$ cat src/rtl/mem_block_xfer.sv
`default_nettype none
// ============================================================================
// Module      : mem_block_xfer
// Description : Block-transfer master for a single-port valid/ready memory.
//               Runs one COPY (read-then-write per word) or FILL (constant
//               write per word) per start pulse. Overlapping copies run
//               descending. A memory that never answers aborts the operation.
// Revision    : 1.0 - initial release
// ============================================================================
module mem_block_xfer #(
    parameter int WIDTH      = 16,
    parameter int DEPTH      = 1024,
    parameter int ADDR_WIDTH = $clog2(DEPTH),
    parameter int TIMEOUT    = 15
) (
    input  logic                  clk_i,
    input  logic                  rst_i,
    input  logic                  start_i,
    input  logic                  mode_i,
    input  logic [ADDR_WIDTH-1:0] src_i,
    input  logic [ADDR_WIDTH-1:0] dst_i,
    input  logic [ADDR_WIDTH:0]   len_i,
    input  logic [WIDTH-1:0]      pattern_i,
    output logic                  busy_o,
    output logic                  done_o,
    output logic                  err_o,
    output logic [ADDR_WIDTH:0]   count_o,
    output logic [ADDR_WIDTH-1:0] mem_addr_o,
    output logic [WIDTH-1:0]      mem_wdata_o,
    output logic                  mem_wr_rd_o,
    output logic                  mem_valid_o,
    input  logic [WIDTH-1:0]      mem_rdata_i,
    input  logic                  mem_ready_i
);

    // Wait counter holds 0 in the valid cycle and k in the k-th wait cycle.
    localparam int WAIT_W = $clog2(TIMEOUT + 1);
    localparam logic [WAIT_W-1:0]     c_wait_last = WAIT_W'(TIMEOUT - 1);
    localparam logic [WAIT_W-1:0]     c_one_wait  = WAIT_W'(1);
    localparam logic [ADDR_WIDTH-1:0] c_one_addr  = ADDR_WIDTH'(1);
    localparam logic [ADDR_WIDTH:0]   c_one_cnt   = (ADDR_WIDTH + 1)'(1);

    typedef enum logic [2:0] {
        S_IDLE    = 3'd0,
        S_RD_REQ  = 3'd1,
        S_RD_WAIT = 3'd2,
        S_WR_REQ  = 3'd3,
        S_WR_WAIT = 3'd4,
        S_DONE    = 3'd5
    } state_t;

    state_t                r_state, w_state_nxt;
    logic                  r_mode, w_mode_nxt;
    logic                  r_desc, w_desc_nxt;
    logic [ADDR_WIDTH:0]   r_len, w_len_nxt;
    logic [WIDTH-1:0]      r_pattern, w_pattern_nxt;
    logic [ADDR_WIDTH-1:0] r_src_ptr, w_src_ptr_nxt;
    logic [ADDR_WIDTH-1:0] r_dst_ptr, w_dst_ptr_nxt;
    logic [WAIT_W-1:0]     r_wait, w_wait_nxt;
    logic                  r_busy, w_busy_nxt;
    logic                  r_done, w_done_nxt;
    logic                  r_err, w_err_nxt;
    logic [ADDR_WIDTH:0]   r_count, w_count_nxt;
    logic [ADDR_WIDTH-1:0] r_addr, w_addr_nxt;
    logic [WIDTH-1:0]      r_wdata, w_wdata_nxt;
    logic                  r_wr_rd, w_wr_rd_nxt;
    logic                  r_valid, w_valid_nxt;

    logic [ADDR_WIDTH:0]   w_src_end;
    logic                  w_desc;
    logic [ADDR_WIDTH-1:0] w_len_lo;
    logic [ADDR_WIDTH-1:0] w_src_first;
    logic [ADDR_WIDTH-1:0] w_dst_first;
    logic [ADDR_WIDTH:0]   w_count_inc;

    // Addresses wrap by truncation, so DEPTH is expected to be a power of two.
    function automatic logic [ADDR_WIDTH-1:0] f_step(input logic [ADDR_WIDTH-1:0] p,
                                                     input logic d);
        return d ? (p - c_one_addr) : (p + c_one_addr);
    endfunction

    // Start-time direction and first addresses; a destination that lands
    // inside the source window must be copied from the top down.
    always_comb begin
        w_src_end   = {1'b0, src_i} + len_i;
        w_desc      = !mode_i && ({1'b0, dst_i} > {1'b0, src_i}) && ({1'b0, dst_i} < w_src_end);
        w_len_lo    = len_i[ADDR_WIDTH-1:0];
        w_src_first = w_desc ? (src_i + w_len_lo - c_one_addr) : src_i;
        w_dst_first = w_desc ? (dst_i + w_len_lo - c_one_addr) : dst_i;
        w_count_inc = r_count + c_one_cnt;
    end

    // Next-state and next-output logic; every output is a register loaded
    // from these values, so an access is presented the cycle after it is issued.
    always_comb begin
        w_state_nxt   = r_state;
        w_mode_nxt    = r_mode;
        w_desc_nxt    = r_desc;
        w_len_nxt     = r_len;
        w_pattern_nxt = r_pattern;
        w_src_ptr_nxt = r_src_ptr;
        w_dst_ptr_nxt = r_dst_ptr;
        w_wait_nxt    = r_wait;
        w_busy_nxt    = r_busy;
        w_done_nxt    = 1'b0;
        w_err_nxt     = r_err;
        w_count_nxt   = r_count;
        w_addr_nxt    = r_addr;
        w_wdata_nxt   = r_wdata;
        w_wr_rd_nxt   = r_wr_rd;
        w_valid_nxt   = 1'b0;

        case (r_state)
            S_IDLE: begin
                if (start_i) begin
                    w_mode_nxt    = mode_i;
                    w_desc_nxt    = w_desc;
                    w_len_nxt     = len_i;
                    w_pattern_nxt = pattern_i;
                    w_count_nxt   = '0;
                    w_err_nxt     = 1'b0;
                    w_wait_nxt    = '0;
                    if (len_i == '0) begin
                        w_busy_nxt  = 1'b0;
                        w_state_nxt = S_DONE;
                    end else if (!mode_i) begin
                        w_addr_nxt    = w_src_first;
                        w_src_ptr_nxt = f_step(w_src_first, w_desc);
                        w_dst_ptr_nxt = w_dst_first;
                        w_wr_rd_nxt   = 1'b0;
                        w_valid_nxt   = 1'b1;
                        w_busy_nxt    = 1'b1;
                        w_state_nxt   = S_RD_REQ;
                    end else begin
                        w_addr_nxt    = dst_i;
                        w_dst_ptr_nxt = f_step(dst_i, 1'b0);
                        w_wdata_nxt   = pattern_i;
                        w_wr_rd_nxt   = 1'b1;
                        w_valid_nxt   = 1'b1;
                        w_busy_nxt    = 1'b1;
                        w_state_nxt   = S_WR_REQ;
                    end
                end
            end
            S_RD_REQ: begin
                w_wait_nxt  = r_wait + c_one_wait;
                w_state_nxt = S_RD_WAIT;
            end
            S_RD_WAIT: begin
                if (mem_ready_i) begin
                    w_addr_nxt    = r_dst_ptr;
                    w_dst_ptr_nxt = f_step(r_dst_ptr, r_desc);
                    w_wdata_nxt   = mem_rdata_i;
                    w_wr_rd_nxt   = 1'b1;
                    w_valid_nxt   = 1'b1;
                    w_wait_nxt    = '0;
                    w_state_nxt   = S_WR_REQ;
                end else if (r_wait == c_wait_last) begin
                    w_err_nxt   = 1'b1;
                    w_done_nxt  = 1'b1;
                    w_busy_nxt  = 1'b0;
                    w_state_nxt = S_DONE;
                end else begin
                    w_wait_nxt = r_wait + c_one_wait;
                end
            end
            S_WR_REQ: begin
                w_wait_nxt  = r_wait + c_one_wait;
                w_state_nxt = S_WR_WAIT;
            end
            S_WR_WAIT: begin
                if (mem_ready_i) begin
                    w_count_nxt = w_count_inc;
                    w_wait_nxt  = '0;
                    if (w_count_inc == r_len) begin
                        w_done_nxt  = 1'b1;
                        w_busy_nxt  = 1'b0;
                        w_state_nxt = S_DONE;
                    end else if (!r_mode) begin
                        w_addr_nxt    = r_src_ptr;
                        w_src_ptr_nxt = f_step(r_src_ptr, r_desc);
                        w_wr_rd_nxt   = 1'b0;
                        w_valid_nxt   = 1'b1;
                        w_state_nxt   = S_RD_REQ;
                    end else begin
                        w_addr_nxt    = r_dst_ptr;
                        w_dst_ptr_nxt = f_step(r_dst_ptr, 1'b0);
                        w_wdata_nxt   = r_pattern;
                        w_wr_rd_nxt   = 1'b1;
                        w_valid_nxt   = 1'b1;
                        w_state_nxt   = S_WR_REQ;
                    end
                end else if (r_wait == c_wait_last) begin
                    w_err_nxt   = 1'b1;
                    w_done_nxt  = 1'b1;
                    w_busy_nxt  = 1'b0;
                    w_state_nxt = S_DONE;
                end else begin
                    w_wait_nxt = r_wait + c_one_wait;
                end
            end
            S_DONE: begin
                // A zero-length request arrives here with done still low and
                // spends one extra cycle raising it.
                w_busy_nxt = 1'b0;
                if (r_done) begin
                    w_state_nxt = S_IDLE;
                end else begin
                    w_done_nxt = 1'b1;
                end
            end
            default: begin
                w_busy_nxt  = 1'b0;
                w_state_nxt = S_IDLE;
            end
        endcase
    end

    // State and output registers with synchronous reset.
    always_ff @(posedge clk_i) begin
        if (rst_i) begin
            r_state   <= S_IDLE;
            r_mode    <= 1'b0;
            r_desc    <= 1'b0;
            r_len     <= '0;
            r_pattern <= '0;
            r_src_ptr <= '0;
            r_dst_ptr <= '0;
            r_wait    <= '0;
            r_busy    <= 1'b0;
            r_done    <= 1'b0;
            r_err     <= 1'b0;
            r_count   <= '0;
            r_addr    <= '0;
            r_wdata   <= '0;
            r_wr_rd   <= 1'b0;
            r_valid   <= 1'b0;
        end else begin
            r_state   <= w_state_nxt;
            r_mode    <= w_mode_nxt;
            r_desc    <= w_desc_nxt;
            r_len     <= w_len_nxt;
            r_pattern <= w_pattern_nxt;
            r_src_ptr <= w_src_ptr_nxt;
            r_dst_ptr <= w_dst_ptr_nxt;
            r_wait    <= w_wait_nxt;
            r_busy    <= w_busy_nxt;
            r_done    <= w_done_nxt;
            r_err     <= w_err_nxt;
            r_count   <= w_count_nxt;
            r_addr    <= w_addr_nxt;
            r_wdata   <= w_wdata_nxt;
            r_wr_rd   <= w_wr_rd_nxt;
            r_valid   <= w_valid_nxt;
        end
    end

    assign busy_o      = r_busy;
    assign done_o      = r_done;
    assign err_o       = r_err;
    assign count_o     = r_count;
    assign mem_addr_o  = r_addr;
    assign mem_wdata_o = r_wdata;
    assign mem_wr_rd_o = r_wr_rd;
    assign mem_valid_o = r_valid;

endmodule
`default_nettype wire
$ cat config.mk
export PLATFORM = sky130hd
export DESIGN_NAME = mem_block_xfer
export DESIGN_NICKNAME = d
export VERILOG_FILES = /design/src/rtl/mem_block_xfer.sv
export SDC_FILE = /design/constraint.sdc
export NUM_CORES = 1
export LEC_CHECK = 0
export BUFFER_PORTS_ARGS = -buffer_cell sky130_fd_sc_hd__buf_2
export CELL_PAD_IN_SITES_DETAIL_PLACEMENT = 0
export CELL_PAD_IN_SITES_GLOBAL_PLACEMENT = 2
export CORE_MARGIN = 2
export CORE_UTILIZATION = 37
export DETAILED_ROUTE_END_ITERATION = 10
export GPL_TIMING_DRIVEN = 0
export PLACE_DENSITY_LB_ADDON = 0.1
export SYNTH_ARGS = -nofsm -noshare
export SYNTH_HDL_FRONTEND = slang
export SYNTH_SLANG_ARGS = --single-unit
$ cat constraint.sdc
create_clock -name clk_i -period 15.49 [get_ports clk_i]
set_clock_uncertainty 0.2 [all_clocks]
set_input_delay 3.098 -clock clk_i [delete_from_list [all_inputs] [get_ports clk_i]]
set_output_delay 3.098 -clock clk_i [all_outputs]
set_load 0.03 [all_outputs]
# --- Word-level counts from Yosys, hierarchy flattened ---
# Index checks and enable logic that the tools add are counted.
classes:
  shifts: 0
  mux: 83
  magnitude_cmp: 2
  n_reduce_logical: 21
  n_div: 0
  eq_ne: 22
  bitwise: 1
  addsub: 14
  n_mul: 0
ops:
  columns: ["operator", "n"]
  rows:
  - ["10-bit 2-to-1 mux", 25]
  - ["16-bit 2-to-1 mux", 7]
  - ["10-bit one-hot mux with 3 select lines", 2]
  - ["10-bit by 1-bit subtractor with 10-bit output, second input constant", 5]
  - ["16-bit one-hot mux with 3 select lines", 1]
  - ["10-bit by 1-bit adder with 10-bit output, second input constant", 4]
  - ["1-bit 2-to-1 mux", 25]
  - ["2-bit inequality test, second input constant", 12]
  - ["11-bit 2-to-1 mux", 2]
  - ["11-bit one-hot mux with 2 select lines", 1]
  - ["3-bit 2-to-1 mux", 7]
  - ["10-bit adder", 2]
  - ["10-bit one-hot mux with 2 select lines", 1]
  - ["3-bit one-hot mux with 6 select lines", 1]
  - ["7-bit AND reduction", 2]
  - ["4-bit 2-to-1 mux", 3]
  - ["4-bit one-hot mux with 3 select lines", 1]
  - ["10-bit by 11-bit adder with 11-bit output", 1]
  - ["11-bit by 1-bit adder with 11-bit output, second input constant", 1]
  - ["11-bit == test", 1]
  - ["11-bit logical NOT", 1]
  - ["10-bit by 11-bit less-than comparator with 1-bit output", 1]
  - ["10-bit > comparator", 1]
  - ["1-bit one-hot mux with 3 select lines", 3]
  - ["other kinds (22)", 33]
word_totals:
  reg_bits: 98
  elab_cells: 159
  inputBits: 68
  output_inout_bits: 42
  rom_bits: 0
  mem_count: 0
  latch_bits: 0
  mem_bits_rw: 0

# --- Depth between registers and ports, before layout ---
logic_depth:
  depth_word: 10
  depth_mapped: 30
  mapped_depth_nobuf: 30

# --- Worst setup path after synthesis ---
# OpenSTA, ideal clock, no wires.
synth_timing:
  kind: "input -> register"
  startpoint: "input src_i[1]"
  endpoint: "register r_src_ptr[8]"
  path_stages: 29
  t_arrival_ns: 8.382
  n_path_buf: 0
  path_slack_ns: 6.777
  cell_sequence: "inv_1 -> ha_1 -> a21o_1 -> a21oi_1 -> o21bai_1 -> a21oi_1 -> nor2_1 -> o21a_1 -> o21ai_0 -> or4b_2 -> o311a_1 -> ha_1 -> a21oi_1 -> o21ai_0 -> a211o_1 -> o221ai_1 -> o21ai_2 -> inv_2 -> mux2_2 -> fa_1 -> a21o_1 -> a21oi_1 -> o21bai_1 -> a21oi_1 -> nor2b_1 -> o22ai_1 -> nand2_1 -> xnor2_1 -> o22ai_1"
synth_via:
  elab_chain_cells: 10
  word_cells_on_any_way: 15
  cone_classes: "add/sub: 5; order compare: 2; mux: 6; reduce/logical: 2"
synth_lines:
  columns: ["item", "line", "source"]
  rows:
  - ["start, declared", "20", "input logic [ADDR_WIDTH-1:0] src_i,"]
  - ["10-bit by 11-bit adder with 11-bit output or 10-bit > comparator (tied branches)", "85, 86", null]
  - ["10-bit by 11-bit less-than comparator with 1-bit output or 1-bit logical AND (tied branches)", "86", "w_desc = !mode_i && ({1'b0, dst_i} > {1'b0, src_i}) && ({1'b0, dst_i} < w_src_end);"]
  - ["1-bit logical AND", "86", null]
  - ["10-bit 2-to-1 mux", "88", "w_src_first = w_desc ? (src_i + w_len_lo - c_one_addr) : src_i;"]
  - ["10-bit by 1-bit adder with 10-bit output or 10-bit by 1-bit subtractor with 10-bit output (tied branches)", "79", "return d ? (p - c_one_addr) : (p + c_one_addr);"]
  - ["10-bit 2-to-1 mux (*)", "79", null]
  - ["10-bit 2-to-1 mux (*)", "126", "end else if (!mode_i) begin"]
  - ["10-bit 2-to-1 mux (*)", "123", "if (len_i == '0) begin"]
  - ["10-bit 2-to-1 mux (*)", "115", "if (start_i) begin"]
  - ["10-bit one-hot mux with 2 select lines (*)", "113", "case (r_state)"]
  - ["end signal, assigned", "244", "r_src_ptr <= w_src_ptr_nxt;"]
  - ["end, declared", "57", "logic [ADDR_WIDTH-1:0] r_src_ptr, w_src_ptr_nxt;"]
# Mark *: on every way between the ends. The rest lies on a longest branch, timed or not. The select of a mux whose other input is x is not followed.
# A chain may end at the register's enable or synchronous reset.

# --- Worst setup path in the final report ---
layout_timing:
  startpoint: "input len_i[1]"
  endpoint: "register r_src_ptr[8]"
layout_via:
  elab_chain_cells: 10
  word_cells_on_any_way: 16
  cone_classes: "add/sub: 5; order compare: 1; eq/ne: 1; mux: 6; reduce/logical: 3"
layout_lines:
  columns: ["item", "line", "source"]
  rows:
  - ["start, declared", "22", "input logic [ADDR_WIDTH:0] len_i,"]
  - ["10-bit by 11-bit adder with 11-bit output", "85", "w_src_end = {1'b0, src_i} + len_i;"]
  - ["10-bit by 11-bit less-than comparator with 1-bit output", "86", null]
  - ["1-bit logical AND", "86", null]
  - ["10-bit 2-to-1 mux", "88", null]
  - ["10-bit by 1-bit adder with 10-bit output or 10-bit by 1-bit subtractor with 10-bit output (tied branches)", "79", null]
  - ["10-bit 2-to-1 mux", "79", null]
  - ["10-bit 2-to-1 mux", "126", null]
  - ["10-bit 2-to-1 mux", "123", null]
  - ["10-bit 2-to-1 mux", "115", null]
  - ["10-bit one-hot mux with 2 select lines", "113", null]
# Several ways; a longest one is shown, not always the timed one. The select of a mux whose other input is x is not followed.

==> metrics <==
status=complete, no violations; RSZ-0062 raised after global routing=no; Hold Buf Count CTS=0; Worst Path Max Fanout=6; r2r startpoint=count_o[0]; worst-skew pair later-pin latency=360 ps; clk buf depth=2; Die ar.=0.0241 mm2; Die Wd=approximately 160 um; Vert. Die Dim=155 um; H-Tree Depth=3; min cycle time layout=approximately 9700 ps; DP HPWL=~23000 um; clock-pin slew on the worst setup and hold paths=70 ps; WL final=29500 um; initial cell density of the core=between 30% and 40%; row cnt=55; EDFF count, synth=0; initial antenna violation count=0; WL/cell=slightly below 20 um; HP Class=flop to flop; P_int=roughly 540 uW; ant diodes=0; Data arrival, critical path=around 10000 ps; WP buf/inv=4; crit-path max cell delay=610 ps; Post-DRT Antenna Nets=0; final hold vios=0; largest net degree at the start of global routing=18; post-synthesis sequential area ratio=between 20% and 30%; Clk pwr share=between 20% and 30%; vias=8502; highest metal used=met4; Inserted Clock Buffers=9; Post-synth top flop=dfxtp_1; Peak VDD IR=between 0.00004 and 0.00005 V; Slew @ Worst Pin=roughly 940 ps; metal3 WL=1180 um; Final #Nets=about 1400; Mapped Nets=approximately 1300; wire length on met2=around 14000 um; max_cap viols=0; GR Util All Layers=roughly a quarter; via-per-instance ratio=roughly 5.6; worst hold start=r_pattern[3]; GRT Residual Overflow=0; Root Buffer=clkbuf_16; yosys warns=0; post_cts resized=0; I/O pin count=110; final RePlAce weighted congestion=roughly 0.87; PwrDens=between 90 and 100 mW/mm2; drt pass-1 iters=5; synthesis-to-layout area growth=14.3%; Final Util=a little over two fifths; max-slew violations=0; Max Freq=around 100 MHz; Async S/R FF share, synth=0%; Core ar.=between 0.02 and 0.025 mm2; WL met1=14000 um; port bufs=approximately 110; P_sw=349 uW; Crit path max-delay family=compound AO/OA/AOI/OAI gates; average size of a mapped cell=~7.6 um2; crit end category=flop; post-synth cell types=78; Switching Fraction=39.2%; fin crit share=between 60% and 70%; fillers=2418; Slew headroom=a little under two fifths; First DRT Iteration DRCs=roughly 480; sequential power share=about 33%; clk sinks=98; DRC viols=0; share of layout cells above drive strength 1=roughly 15%; setup TNS=0 ps; combinational share of power=around two fifths; critical path's slowest cell=or4b_2; CTS tree=yes; Lkg Pwr=approximately 4.1 nW; crit path launch type=primary input; Yosys reg bits=98; most used cell, CP=a21oi_1; cell area after synthesis=approximately 0.0085 mm2; Final setup viols=0; first-pass GRT wire length=approximately 46000 um; CP required=15510 ps; Crit Path Category=primary input to flop; vias in the first global route=between 8000 and 9000; Cells after Synth=between 1000 and 1500; Post-CTS Setup Inserts=0; CP startpoint=len_i[1]
final timing paths:
| path | end | slack (ps) | cells past startpoint |
|---|---|---|---|
| worst min-delay path | r_pattern[3] | 260 | 2 |
| worst max-delay path | r_src_ptr[8] | 5810 | 31 |
| worst min register to register | r_pattern[3] | 260 | 2 |
| worst max register to register | r_src_ptr[2] | 12050 | 11 |
cell families (layout without fill, tap and decap cells):
family | count (synthesis) | count (layout) | share of synthesized area (%)
AOI/OAI and AO/OA | 324 | 324 | 27.3
DFF | 98 | 98 | 23.2
and+or+nand+nor | 363 | 363 | 19.0
adders and majority gates | 89 | 89 | 13.6
xor gates and xnor gates | 62 | 62 | 6.42
muxes | 27 | 27 | 3.39
buffers and inverters | 150 | 273 | 7.11
synth_stat cells (13+ instances only):
library cell	instances	area, um2
inv_1	86	323
ha_1	84	1050
nor2_1	118	443
xor2_1	18	158
xnor2_1	44	385
o22ai_1	14	87.6
mux2_2	13	146
dfxtp_1	98	1960
a22oi_1	23	173
nand3_1	28	140
a311oi_2	14	210
o21ai_0	41	205
clkbuf_1	48	180
a21oi_1	98	490
a211oi_1	22	165
nor3_1	27	135
mux2i_1	14	140
nand2_1	131	492
power by group through the flow:
stage | sequential, mW | clock (mW) | combinational (mW)
after floorplan | 0.315 | 0 | 0.231
final | 0.292 | 0.243 | 0.354
after detailed placement | 0.298 | 0 | 0.352
after CTS | 0.292 | 0.250 | 0.354
after global routing | 0.296 | 0.259 | 0.392
after global placement | 0.298 | 0 | 0.351
layout by cell type (no fill, tap or decap), types with 18 or more instances in the layout:
master    count
nand2_1     131
nor2_1      118
buf_2       114
a21oi_1      98
dfxtp_1      98
inv_1        86
ha_1         84
clkbuf_1     48
xnor2_1      44
o21ai_0      41
nand3_1      28
nor3_1       26
a22oi_1      23
a211oi_1     22
xor2_1       18
stage by stage:
stage          hold WS [ps]  power, mW  setup WS [ps]  instances  instance area [um2]
3_3_place_gp            243      0.649           5520       1505                 9350
2_1_floorplan           237      0.545           6780       1113                 8460
6_report                258      0.889           5810       1521                 9670
5_1_grt                 272      0.946           5380       1521                 9670
4_1_cts                 258      0.897           5850       1521                 9660
3_5_place_dp            247      0.651           5490       1505                 9350
registers in the layout, indices dropped and copies added, names as in the netlist:
signal and count:
mem_wdata_o 16, busy_o 1, err_o 1, r_src_ptr 10, mem_valid_o 1, count_o 11, r_mode 1, r_desc 1
mem_wr_rd_o 1, done_o 1, r_wait 4, r_dst_ptr 10, r_state 3, r_len 11, r_pattern 16, mem_addr_o 10
worst min-delay path: stages (launching register included):
cell and delay (ps):
dfxtp_1 310, nand2_1 50, a21oi_1 50
final cells by class:
type / count / area (um2) / area share, %
tap: 285 / 357 / 3.69
multi-input combinational: 865 / 5900 / 61.1
timing repair buffer: 107 / 536 / 5.54
sequential: 98 / 1960 / 20.3
clock inverter: 6 / 71.3 / 0.738
buffer: 61 / 268 / 2.77
clock buffer: 10 / 239 / 2.47
inverter: 89 / 334 / 3.45
metal layers:
layer	up-vias	global-route usage, %
li1	4246	-
met1	4023	33.1
met2	196	41.1
met3	37	3.51
met4	0	6.25
met5	-	0
Power figures use the tool's default switching activity.
